[config.mk]
export PLATFORM = sky130hd
export DESIGN_NAME = pipe_stage_reg
export DESIGN_NICKNAME = d
export VERILOG_FILES = /design/src/rtl/pipe_stage_reg.sv
export SDC_FILE = /design/constraint.sdc
export NUM_CORES = 1
export LEC_CHECK = 0
export BUFFER_PORTS_ARGS = -buffer_cell sky130_fd_sc_hd__buf_2
export CORE_MARGIN = 2
export CORE_UTILIZATION = 40
export CTS_CLUSTER_DIAMETER = 150
export CTS_CLUSTER_SIZE = 16
export DETAILED_ROUTE_END_ITERATION = 6
export SLEW_MARGIN = 20
export SYNTH_ARGS = -nofsm -noshare
export SYNTH_HDL_FRONTEND = slang
export SYNTH_SLANG_ARGS = --single-unit
[constraint.sdc]
create_clock -name clk -period 2.6 [get_ports clk]
set_input_delay 0.26 -clock clk [delete_from_list [all_inputs] [get_ports clk]]
set_output_delay 0.26 -clock clk [all_outputs]
set_load 0.005 [all_outputs]
[src/rtl/pipe_stage_reg.sv]
// Generic pipeline stage register: main + skid entry under valid/ready.
// Flush turns the stage into a bubble, and a saturating counter tracks stall cycles.
module pipe_stage_reg #(
    parameter int                  DATA_W      = 64,
    parameter int                  CTRL_W      = 16,
    parameter logic [DATA_W-1:0]   BUBBLE_DATA = '0,
    parameter int                  CNT_W       = 8
) (
    input  logic              clk,
    input  logic              rst,
    input  logic              en,
    input  logic              flush,
    input  logic              in_valid,
    output logic              in_ready,
    input  logic [DATA_W-1:0] in_data,
    input  logic [CTRL_W-1:0] in_ctrl,
    output logic              out_valid,
    input  logic              out_ready,
    output logic [DATA_W-1:0] out_data,
    output logic [CTRL_W-1:0] out_ctrl,
    output logic [CNT_W-1:0]  stall_cnt,
    output logic [1:0]        dbg_state
);

    // Handshake: a transfer happens on a rising edge where valid and ready are both
    // high (and en is high). in_ready and out_valid are registered and never depend
    // combinationally on the opposite side of the stage.

    // State encoding is {main_v, skid_v}; 2'b01 cannot be reached.
    localparam logic [1:0] ST_EMPTY = 2'b00;
    localparam logic [1:0] ST_ONE   = 2'b10;
    localparam logic [1:0] ST_FULL  = 2'b11;

    localparam logic [CNT_W-1:0] CNT_MAX = {CNT_W{1'b1}};
    localparam logic [CNT_W-1:0] CNT_ONE = {{(CNT_W-1){1'b0}}, 1'b1};

    logic              main_v_q, main_v_d;
    logic              skid_v_q, skid_v_d;
    logic [DATA_W-1:0] main_data_q, main_data_d;
    logic [CTRL_W-1:0] main_ctrl_q, main_ctrl_d;
    logic [DATA_W-1:0] skid_data_q, skid_data_d;
    logic [CTRL_W-1:0] skid_ctrl_q, skid_ctrl_d;
    logic              in_ready_q, in_ready_d;
    logic [CNT_W-1:0]  stall_cnt_q, stall_cnt_d;

    logic acc;
    logic fire;
    logic stalled;

    assign acc     = en & in_valid & in_ready_q & ~flush;
    assign fire    = en & main_v_q & out_ready;
    assign stalled = en & main_v_q & ~out_ready;

    always_comb begin
        main_v_d    = main_v_q;
        skid_v_d    = skid_v_q;
        main_data_d = main_data_q;
        main_ctrl_d = main_ctrl_q;
        skid_data_d = skid_data_q;
        skid_ctrl_d = skid_ctrl_q;

        if (flush) begin
            main_v_d    = 1'b0;
            skid_v_d    = 1'b0;
            main_data_d = BUBBLE_DATA;
            main_ctrl_d = '0;
        end else begin
            case ({main_v_q, skid_v_q})
                ST_EMPTY: begin
                    if (acc) begin
                        main_v_d    = 1'b1;
                        main_data_d = in_data;
                        main_ctrl_d = in_ctrl;
                    end
                end
                ST_ONE: begin
                    if (fire && acc) begin
                        main_data_d = in_data;
                        main_ctrl_d = in_ctrl;
                    end else if (fire) begin
                        main_v_d    = 1'b0;
                        main_data_d = BUBBLE_DATA;
                        main_ctrl_d = '0;
                    end else if (acc) begin
                        skid_v_d    = 1'b1;
                        skid_data_d = in_data;
                        skid_ctrl_d = in_ctrl;
                    end
                end
                ST_FULL: begin
                    if (fire) begin
                        skid_v_d    = 1'b0;
                        main_data_d = skid_data_q;
                        main_ctrl_d = skid_ctrl_q;
                    end
                end
                default: begin
                    main_v_d    = 1'b0;
                    skid_v_d    = 1'b0;
                    main_data_d = BUBBLE_DATA;
                    main_ctrl_d = '0;
                end
            endcase
        end

        in_ready_d = ~skid_v_d;

        stall_cnt_d = stall_cnt_q;
        if (stalled && (stall_cnt_q != CNT_MAX)) begin
            stall_cnt_d = stall_cnt_q + CNT_ONE;
        end
    end

    always_ff @(posedge clk) begin
        if (rst) begin
            main_v_q    <= 1'b0;
            skid_v_q    <= 1'b0;
            main_data_q <= BUBBLE_DATA;
            main_ctrl_q <= '0;
            skid_data_q <= '0;
            skid_ctrl_q <= '0;
            in_ready_q  <= 1'b1;
            stall_cnt_q <= '0;
        end else begin
            main_v_q    <= main_v_d;
            skid_v_q    <= skid_v_d;
            main_data_q <= main_data_d;
            main_ctrl_q <= main_ctrl_d;
            skid_data_q <= skid_data_d;
            skid_ctrl_q <= skid_ctrl_d;
            in_ready_q  <= in_ready_d;
            stall_cnt_q <= stall_cnt_d;
        end
    end

    assign in_ready  = in_ready_q;
    assign out_valid = main_v_q;
    assign out_data  = main_data_q;
    assign out_ctrl  = main_ctrl_q;
    assign stall_cnt = stall_cnt_q;
    assign dbg_state = {main_v_q, skid_v_q};

endmodule

-- Word level (Yosys, flattened, before mapping)
Cells that the tools add are included.
- register bits after elaboration: 171
- bits of input ports: 86
- output and inout bits: 92
- logic and storage cells: 56
- add/subtract/negate cells: 1
- equality and inequality tests: 8
- muxes and demuxes: 20
- bitwise gates (word level): 12
- reductions and logical operators: 7
- operator list (kind ; count):
    $mux W64 ; 4
    $pmux W64 S3 ; 1
    $mux W16 ; 4
    $pmux W16 S3 ; 1
    $add A8 B1 Y8 const B ; 1
    $mux W1 ; 8
    $ne A2 B2 Y1 const B ; 4
    $ne A8 B8 Y1 const B ; 1
    $and A1 B1 Y1 ; 6
    $not A1 Y1 ; 6
    $pmux W1 S3 ; 2
    $reduce_and A5 Y1 ; 1
    $eq A2 B2 Y1 const B ; 2
    $reduce_and A4 Y1 ; 1
    $ne A3 B3 Y1 const B ; 1
    $reduce_and A3 Y1 ; 1
    $logic_and A1 B1 Y1 ; 2
    $logic_not A2 Y1 ; 1
    $reduce_or A2 Y1 ; 1

-- Depth between registers and ports, before layout
Gate-level depths: netlist (run 1).
- word-level depth: 9
- gate-level depth with buffers: 7

-- Worst setup path after synthesis (run 1)
OpenSTA, ideal clock, no wires.
- path kind: register -> register
- from: reg main_v_q, in the netlist out_valid
- to: reg skid_data_q[1]
- library setup time: 132 ps
- arrival time: 1446 ps
- data required time: 2468 ps
- slack: 1022 ps
- cell stages (with the launch flop): 7
- path buffers: 2
- clock period less this slack: 1578 ps
- path through: dfxtp_1 > a21bo_2 > or3_1 > clkbuf_1 > buf_2 > nand2_1 > a21oi_2
- longest elaborated chain between the ends: 5
- elaborated cells between the ends (all ways): 7
- RTL lines (what ; line ; RTL):
    start: declaration ; 37 ; logic main_v_q, main_v_d;
    start signal: assignment ; 125 ; main_v_q <= main_v_d;
    $and A1 B1 Y1 (2 in series) ; 51 ; assign fire = en & main_v_q & out_ready;
    $logic_and A1 B1 Y1 ; 77 ; if (fire && acc) begin
    $not A1 Y1 (no line) ; -- ;
    $reduce_and A5 Y1 (no line) * ; -- ;
    end signal: assignment ; 129 ; skid_data_q <= skid_data_d;
    end: declaration ; 41 ; logic [DATA_W-1:0] skid_data_q, skid_data_d;
Every way passes the cells marked *; elsewhere a longest branch is shown, timed or not.
A chain may end at the register's enable or synchronous reset.

-- Final worst setup path (run 1)
- from: reg skid_v_q
- to: out dbg_state[0]
- RTL lines (what ; line ; RTL):
    start: declaration ; 38 ; logic skid_v_q, skid_v_d;
    start signal: assignment ; 126 ; skid_v_q <= skid_v_d;
    end: declaration ; 22 ; output logic [1:0] dbg_state
No word-level cell between the ends.

==> flow_summary.ini, run 1 <==
[run_status]
outcome = finished, final reports clean

[die]
fp.coreArea_mm2 = 0.0193
die_h_um = 144
num_io_pins = 178
die_area_mm2 = 0.0206
rows = 51
die_w_um = 144
start_util_pct = 40.4

[route]
dr_total_vias = 7668
wl_met1_mm = 10.5
route.met3.wl_mm = 1.48
avgRoutedWirePerCell_um = 15.7
drt_iter0_markers = 515
highest_layer = met4
drt_first_pass_iters = 5
drc = 0
wl_met2_mm = 10.5
vias_per_cell = 5.30
wl_mm = 22.7
ant_nets = 0

[timing]
slew_headroom_pct = 54.3
fin_setup_tns_ns = 0
worst_slew_pin_slew_ns = 0.685
holdWs_ns = 0.0884
drv_slew = 0
rsz0062_at_grt = no
hold_viol = 0
report.final.setup_viol = 0
fin_ws_ns = 0.396
min_period_ns = 2.20
post-route-period-util_pct = 84.8
clock_skew_ns = 0.00902
max_freq_mhz = 454

[synth]
ys_types = 41
synthXorXnorAreaFrac_pct = 0.225
synth_fa_ha_area_share_pct = 0.161
yosysTopAreaCell = dfxtp_1
syn_area_mm2 = 0.00779
synth_compound_area_share_pct = 25.9
synth.yosys.seq_area_share_pct = 44.0
synth_top_area_share_pct = 44.0
synth-seq-cells = 171
synthSimpleGateAreaFrac_pct = 23.2
synth_area_leaders = dfxtp_1 44%, nand2_1 16%, a21oi_1 10%, a22o_1 9.0%, nor3_1 5.3%
avgSynthCellArea_um2 = 7.44
synth_top_family_by_area = compound AO/OA/AOI/OAI gates
synth_fp_nets = 1134
synthCells = 1047
synth_warnings = 0
synthMuxAreaShare_pct = 0.546

[worst_setup_path]
cp.arrival_ns = 1.94
critPathLaunchType = register
worstSetupPathType = register to primary output
end_kind = primary output
critPathRequiredTime_ns = 2.34
cp_max_fo = 51

[clock_network]
cts.path.max_buffers = 2
post_cts_resized = 0
htree_levels = 4
cts_tree = done
clock-root-buffer = clkbuf_16
numCtsBuffers = 17
path_clk_slew_ns = 0.07
post-cts-setup-buffer-count = 0
cts_hold_buf = 0
clkSinkCount = 171
clock_latency_ns = 0.43

[global_routing]
grt_max_degree = 81
track_usage_pct = 22.0
grt_pass1_vias = 6869
gr-total-overflow = 0
antenna_found_initial = 1
grt_first_pass_wirelength_mm = 36.0

[power]
power_density_mw_per_mm2 = 595
ir_drop_uv = 475
power.leakage_nw = 3.51

[layout]
instances_no_fill = 1446
drive_gt1_share_pct = 20.8
syn2layout_area_growth_pct = 20.0
final_util_pct = 48.5
fin_nets = 1253
n_fill_cell = 1991

[placed_design]
post-place-cells = 1412
gp_congestion = 0.800
dp_slack_ns = 0.499
hpwl_mm = 13.7
port_buffers = 177

[worst_hold_path]
hold_path.class = input pin to register

[flow_run]
max-cap-violations = 0
## final timing paths
kind,slack (ns),end,start,depth (start not counted)
min,0.09,skid_data_q[43],in_data[43],3
max,0.40,dbg_state[0],skid_v_q,2
max reg2reg,0.59,skid_data_q[20],out_valid,5
min reg2reg,0.45,out_data[4],out_data[4],2
## area by class of cell
type / count / area, um^2 / area share (%)
Tap cell: 265 / 332 / 3.55
Inverter: 2 / 7.51 / 0.0803
Clock inverter: 7 / 55.1 / 0.589
Timing Repair Buffer: 199 / 1080 / 11.5
Multi-Input combinational cell: 775 / 3910 / 41.9
Clock buffer: 25 / 527 / 5.64
Antenna cell: 2 / 5.00 / 0.0536
Sequential cell: 171 / 3430 / 36.7
## flip-flops by register name, indices dropped and copies added (netlist names)
register and flops:
out_ctrl 16, out_data 64, in_ready 1, skid_v_q 1, stall_cnt 8, skid_ctrl_q 16
out_valid 1, skid_data_q 64
## cell usage after synthesis
cell type  instances
and3b_1            1
o21bai_1           1
dfxtp_1          171
nor2b_1            1
mux2_2             2
buf_2             18
a21boi_0           1
buf_4              3
o21ai_4            1
inv_1              2
nand3b_1           1
and4b_1            1
nor4b_1            1
a21oi_1          158
clkbuf_1          70
o211ai_1           1
nand2_1          323
a311oi_1           1
o21ai_0           67
nand4_1            1
and3_1             1
or3_1              1
nor3_4             1
buf_6              8
nor3_1            82
o21ai_2            1
nand2b_1           1
and2_1             1
and4_1             1
xor2_1             2
a21bo_2            1
nand4b_1           1
o21ai_1           16
ha_1               1
a31oi_1            1
a21oi_2            4
mux2i_1            2
a22o_1            80
nor2_1            10
or2_2              2
nand3_1            5
## cell families (layout without fill, tap and decap cells)
kind of cell,Yosys count,in the layout
compound gates,333,333
mux,4,4
xor+xnor,2,2
fa+ha+maj,1,1
simple gates,435,435
buf+inv,101,233
other cells,0,2
flops,171,171
## worst max-delay path: stages, from the launching register on
cell	delay [ns]
dfxtp_4	0.68
buf_4	0.60
buf_2	0.23
## report_power, final
group / switching, W / internal [W] / total [W]
sequential: 0.0000129 / 0.00264 / 0.00265
combinational: 0.000269 / 0.000177 / 0.000447
clock: 0.00105 / 0.00141 / 0.00246
total: 0.00133 / 0.00423 / 0.00556
## routing by layer
layer / GRT usage, % / vias to the layer above
met1: 29.9 / 3613
li1: - / 3841
met4: 6.14 / 0
met5: 0 / -
met3: 4.97 / 19
met2: 35.1 / 195
## cells in the final DEF, fill, tap and decap left out, types with 9 or more instances in the layout
master | synthesis | final
buf_2 | 18 | 176
buf_4 | 3 | 21
nor2_1 | 10 | 9
nor3_1 | 82 | 82
o21ai_0 | 67 | 67
nand2_1 | 323 | 323
a21oi_1 | 158 | 158
a22o_1 | 80 | 80
clkbuf_16 | 0 | 18
o21ai_1 | 16 | 16
dfxtp_1 | 171 | 170
## per-stage QoR
stage               total power, W  cell area, um^2
floorplan                  0.00297             7790
global placement           0.00316             8760
detailed placement         0.00316             8760
CTS                        0.00563             9340
global route               0.00578             9340
finish                     0.00556             9340
Power figures use the tool's default switching activity.
==> run 2, diff against run 1 <==
==> constraint.sdc (replaced) <==
create_clock -name clk -period 2.29 [get_ports clk]
set_input_delay 0.229 -clock clk [delete_from_list [all_inputs] [get_ports clk]]
set_output_delay 0.229 -clock clk [all_outputs]
set_load 0.005 [all_outputs]
==> flow_summary.ini, run 2 (same netlist as run 1, synthesis figures left out) <==
[placed_design]
port_buffers = 177
hpwl_mm = 14.1
gp_congestion = 0.790
dp_slack_ns = 0.328

[die]
rows = 51
die_w_um = 144
start_util_pct = 40.4
die_area_mm2 = 0.0206
die_h_um = 144
fp.coreArea_mm2 = 0.0193
num_io_pins = 178

[worst_setup_path]
r2r-end = skid_data_q[9]
cp_max_fo = 26
end_kind = register
crit_end = skid_data_q[9]
critPathRequiredTime_ns = 2.57
worstSetupPathType = register to register
critPathLaunchType = register
crit_start = in_ready
reg2reg_depth = 5
cp.arrival_ns = 2.16
worstReg2RegStart = in_ready
r2r_slack_ns = 0.41

[global_routing]
grt_pass1_vias = 6722
gr-total-overflow = 0
grt_max_degree = 91
track_usage_pct = 21.7
antenna_found_initial = 1
grt_first_pass_wirelength_mm = 35.5

[clock_network]
cts.path.max_buffers = 2
clkSinkCount = 171
cts_tree = done
clock-root-buffer = clkbuf_16
post_cts_resized = 0
cts_hold_buf = 0
htree_levels = 4
numCtsBuffers = 17
clock_latency_ns = 0.42
path_clk_slew_ns = 0.06
post-cts-setup-buffer-count = 0

[route]
wl_mm = 22.7
avgRoutedWirePerCell_um = 15.7
vias_per_cell = 5.20
dr_total_vias = 7536
drt_iter0_markers = 480
drt_first_pass_iters = 5
drc = 0
ant_nets = 0

[layout]
final_cell_mix = 323 x nand2_1, 176 x buf_2, 170 x dfxtp_1, 158 x a21oi_1, 82 x nor3_1
syn2layout_area_growth_pct = 21.2
drive_gt1_share_pct = 20.8
final_common_cell = nand2_1
final_util_pct = 49.0
fin_nets = 1256
n_fill_cell = 2027

[worst_hold_path]
hold_path.class = input pin to register
holdPathStages = 3

[timing]
hold_viol = 0
clock_skew_ns = 0.00808
rsz0062_at_grt = no
max_freq_mhz = 533
report.final.setup_viol = 0
min_period_ns = 1.88
slew_headroom_pct = 61.7
fin_ws_ns = 0.413
fin_setup_tns_ns = 0
worst_slew_pin_slew_ns = 0.574
drv_slew = 0
post-route-period-util_pct = 81.9

[power]
ir_drop_uv = 530
power_density_mw_per_mm2 = 672
power.leakage_nw = 3.57

[flow_run]
max-cap-violations = 0

[run_status]
outcome = finished, final reports clean
==> run 2: cell types whose count changed in the layout (fill, tap and decap cells not counted), sizes merged <==
cell,previous run,this run
bufinv,0,1
inv,2,3
clkinv,2,1
clkinvlp,5,2
buf,199,202
clkbuf,25,26
==> run 2: cell type report <==
type                       count  area [um^2]  area share, %
inverter                       2         7.51         0.0796
timing repair buffer         202         1180           12.5
antenna                        2         5.00         0.0530
clock inverter                 5         56.3          0.597
tap                          265          332           3.51
sequential                   171         3430           36.3
clock buffer                  26          519           5.50
multi-input combinational    775         3910           41.5
==> run 2: worst max-delay path, cell delays in order (launching register included) <==
cell and delay, ns:
dfxtp_1 0.34, nand4b_1 0.34, or3_2 0.65, buf_4 0.26
nand2_1 0.10, a21oi_1 0.06
==> run 2: how the worst min path moves through the flow <==
| stage | from | end |
|---|---|---|
| finish | in_data[49] | skid_data_q[49] |
| global route | in_data[54] | skid_data_q[54] |
| CTS | in_data[46] | skid_data_q[46] |
| detailed placement | out_ctrl[6] | out_ctrl[6] |
| global placement | out_data[57] | out_data[57] |
| floorplan | in_ctrl[0] | skid_ctrl_q[0] |
==> run 2: layer usage <==
metal	GRT usage, %	up-vias	wire length, um
met5	0	-	0
met2	34.2	184	10500
met1	29.7	3491	10600
met3	4.90	17	1380
met4	6.76	0	309
li1	-	3844	-
==> run 2: power by group <==
| group | internal, W | switching, W | total (W) |
|---|---|---|---|
| Sequential | 0.00300 | 0.0000134 | 0.00301 |
| Combinational | 0.000208 | 0.000309 | 0.000517 |
| Clock | 0.00167 | 0.00114 | 0.00281 |
| Total | 0.00487 | 0.00147 | 0.00634 |
==> run 2: through the flow <==
| stage | cells | instance area (um^2) | power (W) | hold slack, ns |
|---|---|---|---|---|
| 2_1_floorplan | 1047 | 7790 | 0.00337 | 0.365 |
| 3_3_place_gp | 1415 | 8850 | 0.00360 | 0.440 |
| 3_5_place_dp | 1415 | 8850 | 0.00360 | 0.444 |
| 4_1_cts | 1446 | 9430 | 0.00643 | 0.0455 |
| 5_1_grt | 1446 | 9430 | 0.00657 | 0.0559 |
| 6_report | 1448 | 9440 | 0.00634 | 0.0655 |
